<file path="src/rtl/axis_header_insert_ctrl_pkg.sv">
// Shared types and helpers for the AXI-Stream header insertion controller.
package axis_hdr_pkg;

    // Sequencing states: wait for header, stream payload, emit the leftover beat.
    typedef enum logic [1:0] {
        IDLE   = 2'd0,
        STREAM = 2'd1,
        FLUSH  = 2'd2
    } state_e;

    // Widest keep vector the popcount helper accepts; callers zero-extend.
    localparam int KEEP_MAX_WD = 64;

    // Width of a byte-count field for a beat of the given number of bytes.
    function automatic int unsigned byte_cnt_wd(int unsigned bytes);
        return $clog2(bytes);
    endfunction

    // Number of set bits in a keep vector.
    function automatic int unsigned keep_popcount(logic [KEEP_MAX_WD-1:0] keep);
        int unsigned cnt;
        cnt = 0;
        for (int i = 0; i < KEEP_MAX_WD; i++) begin
            cnt = cnt + int'(keep[i]);
        end
        return cnt;
    endfunction

endpackage

</file>
<file path="src/rtl/axis_header_insert_ctrl_if.sv">
// Bundle of the payload, header and output streams of the header inserter.
interface axis_header_insert_ctrl_if #(
    parameter int DATA_WD      = 32,
    parameter int DATA_BYTE_WD = DATA_WD / 8,
    parameter int BYTE_CNT_WD  = $clog2(DATA_BYTE_WD)
);
    // Payload stream
    logic                    valid_in;
    logic [DATA_WD-1:0]      data_in;
    logic [DATA_BYTE_WD-1:0] keep_in;
    logic                    last_in;
    logic                    ready_in;
    // Header stream
    logic                    valid_insert;
    logic [DATA_WD-1:0]      data_insert;
    logic [DATA_BYTE_WD-1:0] keep_insert;
    logic [BYTE_CNT_WD:0]    byte_insert_cnt;
    logic                    ready_insert;
    // Output stream
    logic                    valid_out;
    logic [DATA_WD-1:0]      data_out;
    logic [DATA_BYTE_WD-1:0] keep_out;
    logic                    last_out;
    logic                    ready_out;

    // Controller side
    modport slave (
        input  valid_in, data_in, keep_in, last_in,
        input  valid_insert, data_insert, keep_insert, byte_insert_cnt,
        input  ready_out,
        output ready_in, ready_insert,
        output valid_out, data_out, keep_out, last_out
    );

    // Environment side (sources and sink)
    modport master (
        output valid_in, data_in, keep_in, last_in,
        output valid_insert, data_insert, keep_insert, byte_insert_cnt,
        output ready_out,
        input  ready_in, ready_insert,
        input  valid_out, data_out, keep_out, last_out
    );
endinterface

</file>
<file path="src/rtl/axis_header_insert_ctrl_data_combiner.sv">
// Joins an LSB-aligned residual with an MSB-aligned beat into one MSB-aligned
// output beat; bytes that do not fit are returned right-aligned as overflow.
module data_combiner
    import axis_hdr_pkg::*;
#(
    parameter int DATA_WD      = 32,
    parameter int DATA_BYTE_WD = DATA_WD / 8
) (
    input  logic [DATA_WD-1:0]      data_1,
    input  logic [DATA_BYTE_WD-1:0] keep_1,
    input  logic [DATA_WD-1:0]      data_2,
    input  logic [DATA_BYTE_WD-1:0] keep_2,
    output logic [DATA_WD-1:0]      combined_data_1,
    output logic [DATA_BYTE_WD-1:0] combined_keep_1,
    output logic [DATA_WD-1:0]      combined_data_2,
    output logic [DATA_BYTE_WD-1:0] combined_keep_2,
    output logic                    overflow
);
    // Wide enough to hold the sum of two byte counts.
    localparam int CW = int'(byte_cnt_wd(DATA_BYTE_WD)) + 2;
    localparam logic [CW-1:0] BYTES = CW'(DATA_BYTE_WD);

    logic [CW-1:0]           n1;
    logic [CW-1:0]           n2;
    logic [CW-1:0]           total;
    logic [CW-1:0]           ov_cnt;
    logic [2*DATA_WD-1:0]    wide;
    logic [DATA_WD-1:0]      data_2_ralign;

    // Byte counts, concatenation shift and overflow split.
    always_comb begin
        n1     = CW'(keep_popcount(KEEP_MAX_WD'(keep_1)));
        n2     = CW'(keep_popcount(KEEP_MAX_WD'(keep_2)));
        total  = n1 + n2;
        // Push the residual's valid bytes up against the MSB; data_2 follows.
        wide   = {data_1, data_2} << {BYTES - n1, 3'b000};
        if (total > BYTES) begin
            overflow        = 1'b1;
            ov_cnt          = total - BYTES;
            combined_keep_1 = '1;
        end else begin
            overflow        = 1'b0;
            ov_cnt          = '0;
            combined_keep_1 = ~({DATA_BYTE_WD{1'b1}} >> total);
        end
        // Overflow is the tail of data_2's valid bytes, right-aligned.
        data_2_ralign   = data_2 >> {BYTES - n2, 3'b000};
        combined_keep_2 = ~({DATA_BYTE_WD{1'b1}} << ov_cnt);
    end

    // Zero every byte that its keep bit marks invalid.
    generate
        for (genvar gi = 0; gi < DATA_BYTE_WD; gi++) begin : g_byte
            assign combined_data_1[gi*8 +: 8] = wide[DATA_WD + gi*8 +: 8] & {8{combined_keep_1[gi]}};
            assign combined_data_2[gi*8 +: 8] = data_2_ralign[gi*8 +: 8] & {8{combined_keep_2[gi]}};
        end
    endgenerate

endmodule

</file>
<file path="src/rtl/axis_header_insert_ctrl.sv">
// AXI-Stream header insertion controller: one header beat per packet, payload
// merged behind it through a shared combiner, registered output stage.
module axis_header_insert_ctrl
    import axis_hdr_pkg::*;
#(
    parameter int DATA_WD      = 32,
    parameter int DATA_BYTE_WD = DATA_WD / 8
) (
    input  logic                      clk,
    input  logic                      rst_n,
    axis_header_insert_ctrl_if.slave  bus
);
    state_e                  state_q, state_d;
    logic [DATA_WD-1:0]      resid_data_q, resid_data_d;
    logic [DATA_BYTE_WD-1:0] resid_keep_q, resid_keep_d;
    logic                    valid_out_q, valid_out_d;
    logic [DATA_WD-1:0]      data_out_q, data_out_d;
    logic [DATA_BYTE_WD-1:0] keep_out_q, keep_out_d;
    logic                    last_out_q, last_out_d;

    logic                    load_en;
    logic                    ready_in_c;
    logic                    ready_insert_c;
    logic [DATA_BYTE_WD-1:0] comb_keep_2;
    logic [DATA_WD-1:0]      comb_data_1;
    logic [DATA_BYTE_WD-1:0] comb_keep_1;
    logic [DATA_WD-1:0]      comb_data_2;
    logic [DATA_BYTE_WD-1:0] comb_keep_2_out;
    logic                    comb_overflow;
    logic                    unused_byte_cnt;

    // The header byte count is redundant with keep_insert.
    assign unused_byte_cnt = ^bus.byte_insert_cnt;

    assign load_en = !valid_out_q || bus.ready_out;

    // In FLUSH the payload side contributes nothing, draining the residual.
    assign comb_keep_2 = (state_q == FLUSH) ? '0 : bus.keep_in;

    data_combiner #(
        .DATA_WD      (DATA_WD),
        .DATA_BYTE_WD (DATA_BYTE_WD)
    ) u_combiner (
        .data_1          (resid_data_q),
        .keep_1          (resid_keep_q),
        .data_2          (bus.data_in),
        .keep_2          (comb_keep_2),
        .combined_data_1 (comb_data_1),
        .combined_keep_1 (comb_keep_1),
        .combined_data_2 (comb_data_2),
        .combined_keep_2 (comb_keep_2_out),
        .overflow        (comb_overflow)
    );

    // Next-state, residual update and output-register load decisions.
    always_comb begin
        state_d        = state_q;
        resid_data_d   = resid_data_q;
        resid_keep_d   = resid_keep_q;
        valid_out_d    = valid_out_q;
        data_out_d     = data_out_q;
        keep_out_d     = keep_out_q;
        last_out_d     = last_out_q;
        ready_in_c     = 1'b0;
        ready_insert_c = 1'b0;

        // A held beat leaves when the sink takes it; a new load may replace it.
        if (load_en) begin
            valid_out_d = 1'b0;
        end

        case (state_q)
            IDLE: begin
                ready_insert_c = rst_n;
                if (bus.valid_insert && ready_insert_c) begin
                    resid_data_d = bus.data_insert;
                    resid_keep_d = bus.keep_insert;
                    state_d      = STREAM;
                end
            end
            STREAM: begin
                ready_in_c = load_en && rst_n;
                if (bus.valid_in && ready_in_c) begin
                    valid_out_d = 1'b1;
                    data_out_d  = comb_data_1;
                    if (!bus.last_in || comb_overflow) begin
                        // Full beat out; leftover bytes carry into the next one.
                        keep_out_d   = '1;
                        last_out_d   = 1'b0;
                        resid_data_d = comb_data_2;
                        resid_keep_d = comb_keep_2_out;
                        if (bus.last_in) begin
                            state_d = FLUSH;
                        end
                    end else begin
                        keep_out_d   = comb_keep_1;
                        last_out_d   = 1'b1;
                        resid_data_d = '0;
                        resid_keep_d = '0;
                        state_d      = IDLE;
                    end
                end
            end
            FLUSH: begin
                if (load_en) begin
                    valid_out_d  = 1'b1;
                    data_out_d   = comb_data_1;
                    keep_out_d   = comb_keep_1;
                    last_out_d   = 1'b1;
                    resid_data_d = '0;
                    resid_keep_d = '0;
                    state_d      = IDLE;
                end
            end
            default: begin
                state_d = IDLE;
            end
        endcase
    end

    // State, residual and output registers with synchronous active-low reset.
    always_ff @(posedge clk) begin
        if (!rst_n) begin
            state_q      <= IDLE;
            resid_data_q <= '0;
            resid_keep_q <= '0;
            valid_out_q  <= 1'b0;
            data_out_q   <= '0;
            keep_out_q   <= '0;
            last_out_q   <= 1'b0;
        end else begin
            state_q      <= state_d;
            resid_data_q <= resid_data_d;
            resid_keep_q <= resid_keep_d;
            valid_out_q  <= valid_out_d;
            data_out_q   <= data_out_d;
            keep_out_q   <= keep_out_d;
            last_out_q   <= last_out_d;
        end
    end

    assign bus.ready_in     = ready_in_c;
    assign bus.ready_insert = ready_insert_c;
    assign bus.valid_out    = valid_out_q;
    assign bus.data_out     = data_out_q;
    assign bus.keep_out     = keep_out_q;
    assign bus.last_out     = last_out_q;

endmodule

</file>
<file path="src/flat_wrapper.sv">
// flat-port wrapper written by rule: the top's interface ports become plain ports
module axis_header_insert_ctrl_flat import axis_hdr_pkg::*;
#(
    parameter int DATA_WD      = 32,
    parameter int DATA_BYTE_WD = DATA_WD / 8
)
  (clk, rst_n, bus_valid_in, bus_data_in, bus_keep_in, bus_last_in, bus_valid_insert, bus_data_insert, bus_keep_insert, bus_byte_insert_cnt, bus_ready_out, bus_ready_in, bus_ready_insert, bus_valid_out, bus_data_out, bus_keep_out, bus_last_out);
  axis_header_insert_ctrl_if #(.DATA_WD(DATA_WD), .DATA_BYTE_WD(DATA_BYTE_WD)) bus_i ();
  input  logic clk;
  input  logic rst_n;
  input wire logic [$bits(bus_i.valid_in)-1:0] bus_valid_in;
  input wire logic [$bits(bus_i.data_in)-1:0] bus_data_in;
  input wire logic [$bits(bus_i.keep_in)-1:0] bus_keep_in;
  input wire logic [$bits(bus_i.last_in)-1:0] bus_last_in;
  input wire logic [$bits(bus_i.valid_insert)-1:0] bus_valid_insert;
  input wire logic [$bits(bus_i.data_insert)-1:0] bus_data_insert;
  input wire logic [$bits(bus_i.keep_insert)-1:0] bus_keep_insert;
  input wire logic [$bits(bus_i.byte_insert_cnt)-1:0] bus_byte_insert_cnt;
  input wire logic [$bits(bus_i.ready_out)-1:0] bus_ready_out;
  output wire logic [$bits(bus_i.ready_in)-1:0] bus_ready_in;
  output wire logic [$bits(bus_i.ready_insert)-1:0] bus_ready_insert;
  output wire logic [$bits(bus_i.valid_out)-1:0] bus_valid_out;
  output wire logic [$bits(bus_i.data_out)-1:0] bus_data_out;
  output wire logic [$bits(bus_i.keep_out)-1:0] bus_keep_out;
  output wire logic [$bits(bus_i.last_out)-1:0] bus_last_out;
  assign bus_i.valid_in = bus_valid_in;
  assign bus_i.data_in = bus_data_in;
  assign bus_i.keep_in = bus_keep_in;
  assign bus_i.last_in = bus_last_in;
  assign bus_i.valid_insert = bus_valid_insert;
  assign bus_i.data_insert = bus_data_insert;
  assign bus_i.keep_insert = bus_keep_insert;
  assign bus_i.byte_insert_cnt = bus_byte_insert_cnt;
  assign bus_i.ready_out = bus_ready_out;
  assign bus_ready_in = bus_i.ready_in;
  assign bus_ready_insert = bus_i.ready_insert;
  assign bus_valid_out = bus_i.valid_out;
  assign bus_data_out = bus_i.data_out;
  assign bus_keep_out = bus_i.keep_out;
  assign bus_last_out = bus_i.last_out;
  axis_header_insert_ctrl #(.DATA_WD(DATA_WD), .DATA_BYTE_WD(DATA_BYTE_WD)) u_core (.clk(clk), .rst_n(rst_n), .bus(bus_i));
endmodule
</file>
<file path="config.mk">
export PLATFORM = sky130hd
export DESIGN_NAME = axis_header_insert_ctrl_flat
export DESIGN_NICKNAME = d
export VERILOG_FILES = /design/src/rtl/axis_header_insert_ctrl_pkg.sv /design/src/rtl/axis_header_insert_ctrl_if.sv /design/src/rtl/axis_header_insert_ctrl_data_combiner.sv /design/src/rtl/axis_header_insert_ctrl.sv /design/src/flat_wrapper.sv
export SDC_FILE = /design/constraint.sdc
export NUM_CORES = 1
export LEC_CHECK = 0
export CAP_MARGIN = 20
export CELL_PAD_IN_SITES_DETAIL_PLACEMENT = 0
export CELL_PAD_IN_SITES_GLOBAL_PLACEMENT = 2
export CORE_MARGIN = 2
export CORE_UTILIZATION = 26
export DETAILED_ROUTE_END_ITERATION = 10
export GPL_TIMING_DRIVEN = 1
export HOLD_SLACK_MARGIN = 0.15
export PLACE_DENSITY_LB_ADDON = 0.1
export SLEW_MARGIN = 20
export SYNTH_ARGS = -nofsm -noshare
export SYNTH_HDL_FRONTEND = slang
export SYNTH_SLANG_ARGS = --single-unit
export TNS_END_PERCENT = 10
</file>
<file path="constraint.sdc">
create_clock -name clk -period 4.3 [get_ports clk]
set_clock_uncertainty 0.15 [all_clocks]
set_input_delay 0.86 -clock clk [delete_from_list [all_inputs] [get_ports clk]]
set_output_delay 0.86 -clock clk [all_outputs]
set_load 0.005 [all_outputs]
</file>
==> impl_metrics.tcl <==
set metrics [dict create \
    status "finished with violations" \
    violations "design-rule violations" \
    via_count 4884 \
    synthesis.nets 645 \
    p_clk_share_pct 14.6 \
    hold_violations 0 \
    hold_buffers 0 \
    core_um2 18100 \
    peakVddDrop_mv 0.399 \
    yosysSeqAreaShare_pct 31.6 \
    synthSimpleGateAreaFrac_pct 9.31 \
    synth_top_family_by_area "compound AO/OA/AOI/OAI gates" \
    cp.required_ns 4.42 \
    area_growth_pct 42.7 \
    drtIter0Drc 405 \
    cellLeakagePower_uw 0.00260 \
    p_total_uw 5780 \
    clkSinkCount 76 \
    post-cts-setup-buffers 0 \
    grt_antenna_before_repair 0 \
    synth-xor-area-share_pct 0.728 \
    netSwitchingFraction_pct 46.1 \
    fmax_mhz 241 \
    utilization_pct 38.0 \
    endpoint_kind "flip-flop" \
    io_buffers 117 \
    dp_slack_ns -0.317 \
    final_cells 910 \
    nets 775 \
    maxSlewViolCount 0 \
    r2r_end "u_core.resid_data_q[23]$_SDFFE_PN0P_" \
    finalCritPeriodShare_pct 96.4 \
    final_cell_mix "117 x clkdlybuf4s50_1, 76 x dfxtp_1, 58 x mux2i_1, 55 x o21ai_0, 42 x buf_4" \
    ys.flop_type "dfxtp_1" \
    drive_gt1_share_pct 13.5 \
    postRouteAntennaNets 0 \
    reg2reg_from "u_core.state_q[0]$_SDFFE_PN0P_" \
    grt_pass1_vias 4832 \
    die_x_um 140 \
    cp_max_fo 8 \
    viasPerCell 5.37 \
    cts_tree "yes" \
    multiInputGateArea_um2 3130 \
    path_clk_slew_ns 0.07 \
    dp.cells 894 \
    path_class "input port to flip-flop" \
    cts_buffers 9 \
    nFillCells 1813 \
    worstPathArrival_ns 4.26 \
    holdPathStages 1 \
    tightest_slew_ns 1.09 \
    syn_area_um2 4810 \
    initial_core_util_pct 26.6 \
    layout_commonest_cell "clkdlybuf4s50_1" \
    p_int_uw 3110 \
    htree_levels 3 \
    hpwl_mm 14.8 \
    globalplace.congestion 0.895 \
    clk_path_buf_depth 2 \
    grt_pass1_wl_mm 29.1 \
    startpoint "bus_keep_in[0]" \
    cp-start-kind "input port" \
    setup_slack_ns 0.153 \
    cts.repair.resized 0 \
    drv_cap 0 \
    syn_area_per_cell_um2 8.82 \
    r2r_slack_ns 0.28 \
    synth_cell_type_count 54 \
    synth-seq-cells 76 \
    io_pins 121 \
    syn_inst 546 \
    setup_viol 0 \
    endpoint "u_core.resid_data_q[23]$_SDFFE_PN0P_" \
    grt_overflow 0 \
    regArea_um2 1520 \
    seqPwrFrac_pct 17.2 \
    hold_class "flip-flop to flip-flop" \
    fin_crit_ns 4.15 \
    antenna_cells 0 \
    track_usage_pct 19.3 \
    cts_root_buffer "clkbuf_16" \
    synth_mux_area_share_pct 13.7 \
    finalSetupTns_ns 0 \
    clkLatencyLatePin_ns 0.35 \
    r2r_cells 16 \
    power_density_nw_per_um2 841 \
    synthArstFlopShare_pct 0 \
    dieHeight_um 140 \
    rows 49 \
    wl_mm 19.0 \
    dr.pass1.iters 11 \
    relSlewSlack_pct 27.2 \
    pwr-share-comb_pct 68.1 \
    synth_edf_count 0 \
    grt_max_degree 37 \
    remaining_drc_errors 7 \
    fp.dieArea_um2 19600 \
    synthAdderAreaFrac_pct 5.15 \
    yosysWarnings 0 \
    switching_power_uw 2670 \
    route.detailed.wl_per_inst_um 20.9 \
    rsz0062_at_grt "false" \
    synth_compound_area_share_pct 34.8 \
]
[cell usage after synthesis (8+ instances only)]
library cell,n,area (µm²)
mux2i_1,58,581
a22o_1,8,70.1
o21ai_0,57,285
inv_1,15,56.3
a21oi_1,32,160
a221o_1,9,90.1
a22oi_1,9,67.6
dfxtp_1,76,1520
a221oi_1,9,78.8
nand2_1,32,120
ha_1,15,188
nor2_1,25,93.8
o22ai_1,9,56.3
clkbuf_1,34,128
a32oi_1,14,123
o2bb2ai_1,24,210
nor3_1,10,50.1
o2111ai_1,8,70.1
[through the flow]
step	hold slack, ns	area (µm²)
final	0.314	6870
after floorplan	0.306	4810
after detailed placement	0.298	6510
after global routing	0.324	6870
after CTS	0.317	6840
after global placement	0.293	6510
[worst min path at each step]
stage,end,start
after floorplan,u_core.bus.data_out[0]$_SDFFE_PN0P_,u_core.bus.data_out[0]$_SDFFE_PN0P_
after global placement,u_core.bus.data_out[3]$_SDFFE_PN0P_,u_core.bus.data_out[3]$_SDFFE_PN0P_
after detailed placement,u_core.bus.data_out[13]$_SDFFE_PN0P_,u_core.bus.data_out[13]$_SDFFE_PN0P_
after CTS,u_core.bus.data_out[13]$_SDFFE_PN0P_,u_core.bus.data_out[13]$_SDFFE_PN0P_
after global routing,u_core.bus.data_out[13]$_SDFFE_PN0P_,u_core.bus.data_out[13]$_SDFFE_PN0P_
final,u_core.bus.data_out[3]$_SDFFE_PN0P_,u_core.bus.data_out[3]$_SDFFE_PN0P_
[flip-flops by register name, indices dropped and copies added (netlist names)]
signal,count
u_core.bus.data_out,32
u_core.bus.keep_out,4
u_core.state_q,2
u_core.bus.valid_out,1
u_core.bus.last_out,1
u_core.resid_keep_q,4
u_core.resid_data_q,32
[power by group through the flow]
stage | registers, µW | logic (µW) | clock network, µW
floorplan | 990 | 2440 | 0
global placement | 1000 | 3900 | 0
detailed placement | 1010 | 3870 | 0
CTS | 995 | 3890 | 864
global route | 1020 | 4270 | 895
finish | 996 | 3940 | 845
[per-layer routing]
metal / up-vias / track usage [%] / share of wire [%]
li1: 2389 / - / -
met1: 2318 / 29.5 / 51
met2: 160 / 28.5 / 43
met3: 17 / 2.46 / 4.6
met4: 0 / 5.21 / 1.2
met5: - / 0 / 0
[layout make-up]
type,instances,area share (%)
Inverter,16,0.874
Sequential cell,76,22.1
Multi-Input combinational cell,411,45.6
Clock buffer,10,3.48
Timing Repair Buffer,162,22.5
Tap cell,229,4.17
Clock inverter,6,1.26
[worst max-delay path, cell delays in order]
cell	delay, ns
clkdlybuf4s50_1	0.46
nand2_1	0.07
fa_1	0.54
inv_1	0.04
ha_1	0.34
ha_1	0.23
fa_2	0.54
buf_4	0.14
and2_1	0.14
o21ai_0	0.15
a221oi_2	0.28
buf_4	0.21
nand2_1	0.07
o21ai_0	0.19
[cell families after synthesis]
family	Yosys count
buf+inv	59
xor+xnor	4
simple gates	95
fa+ha+maj	18
compound gates	229
mux	65
flops	76
(Power assumes the default switching activity.)
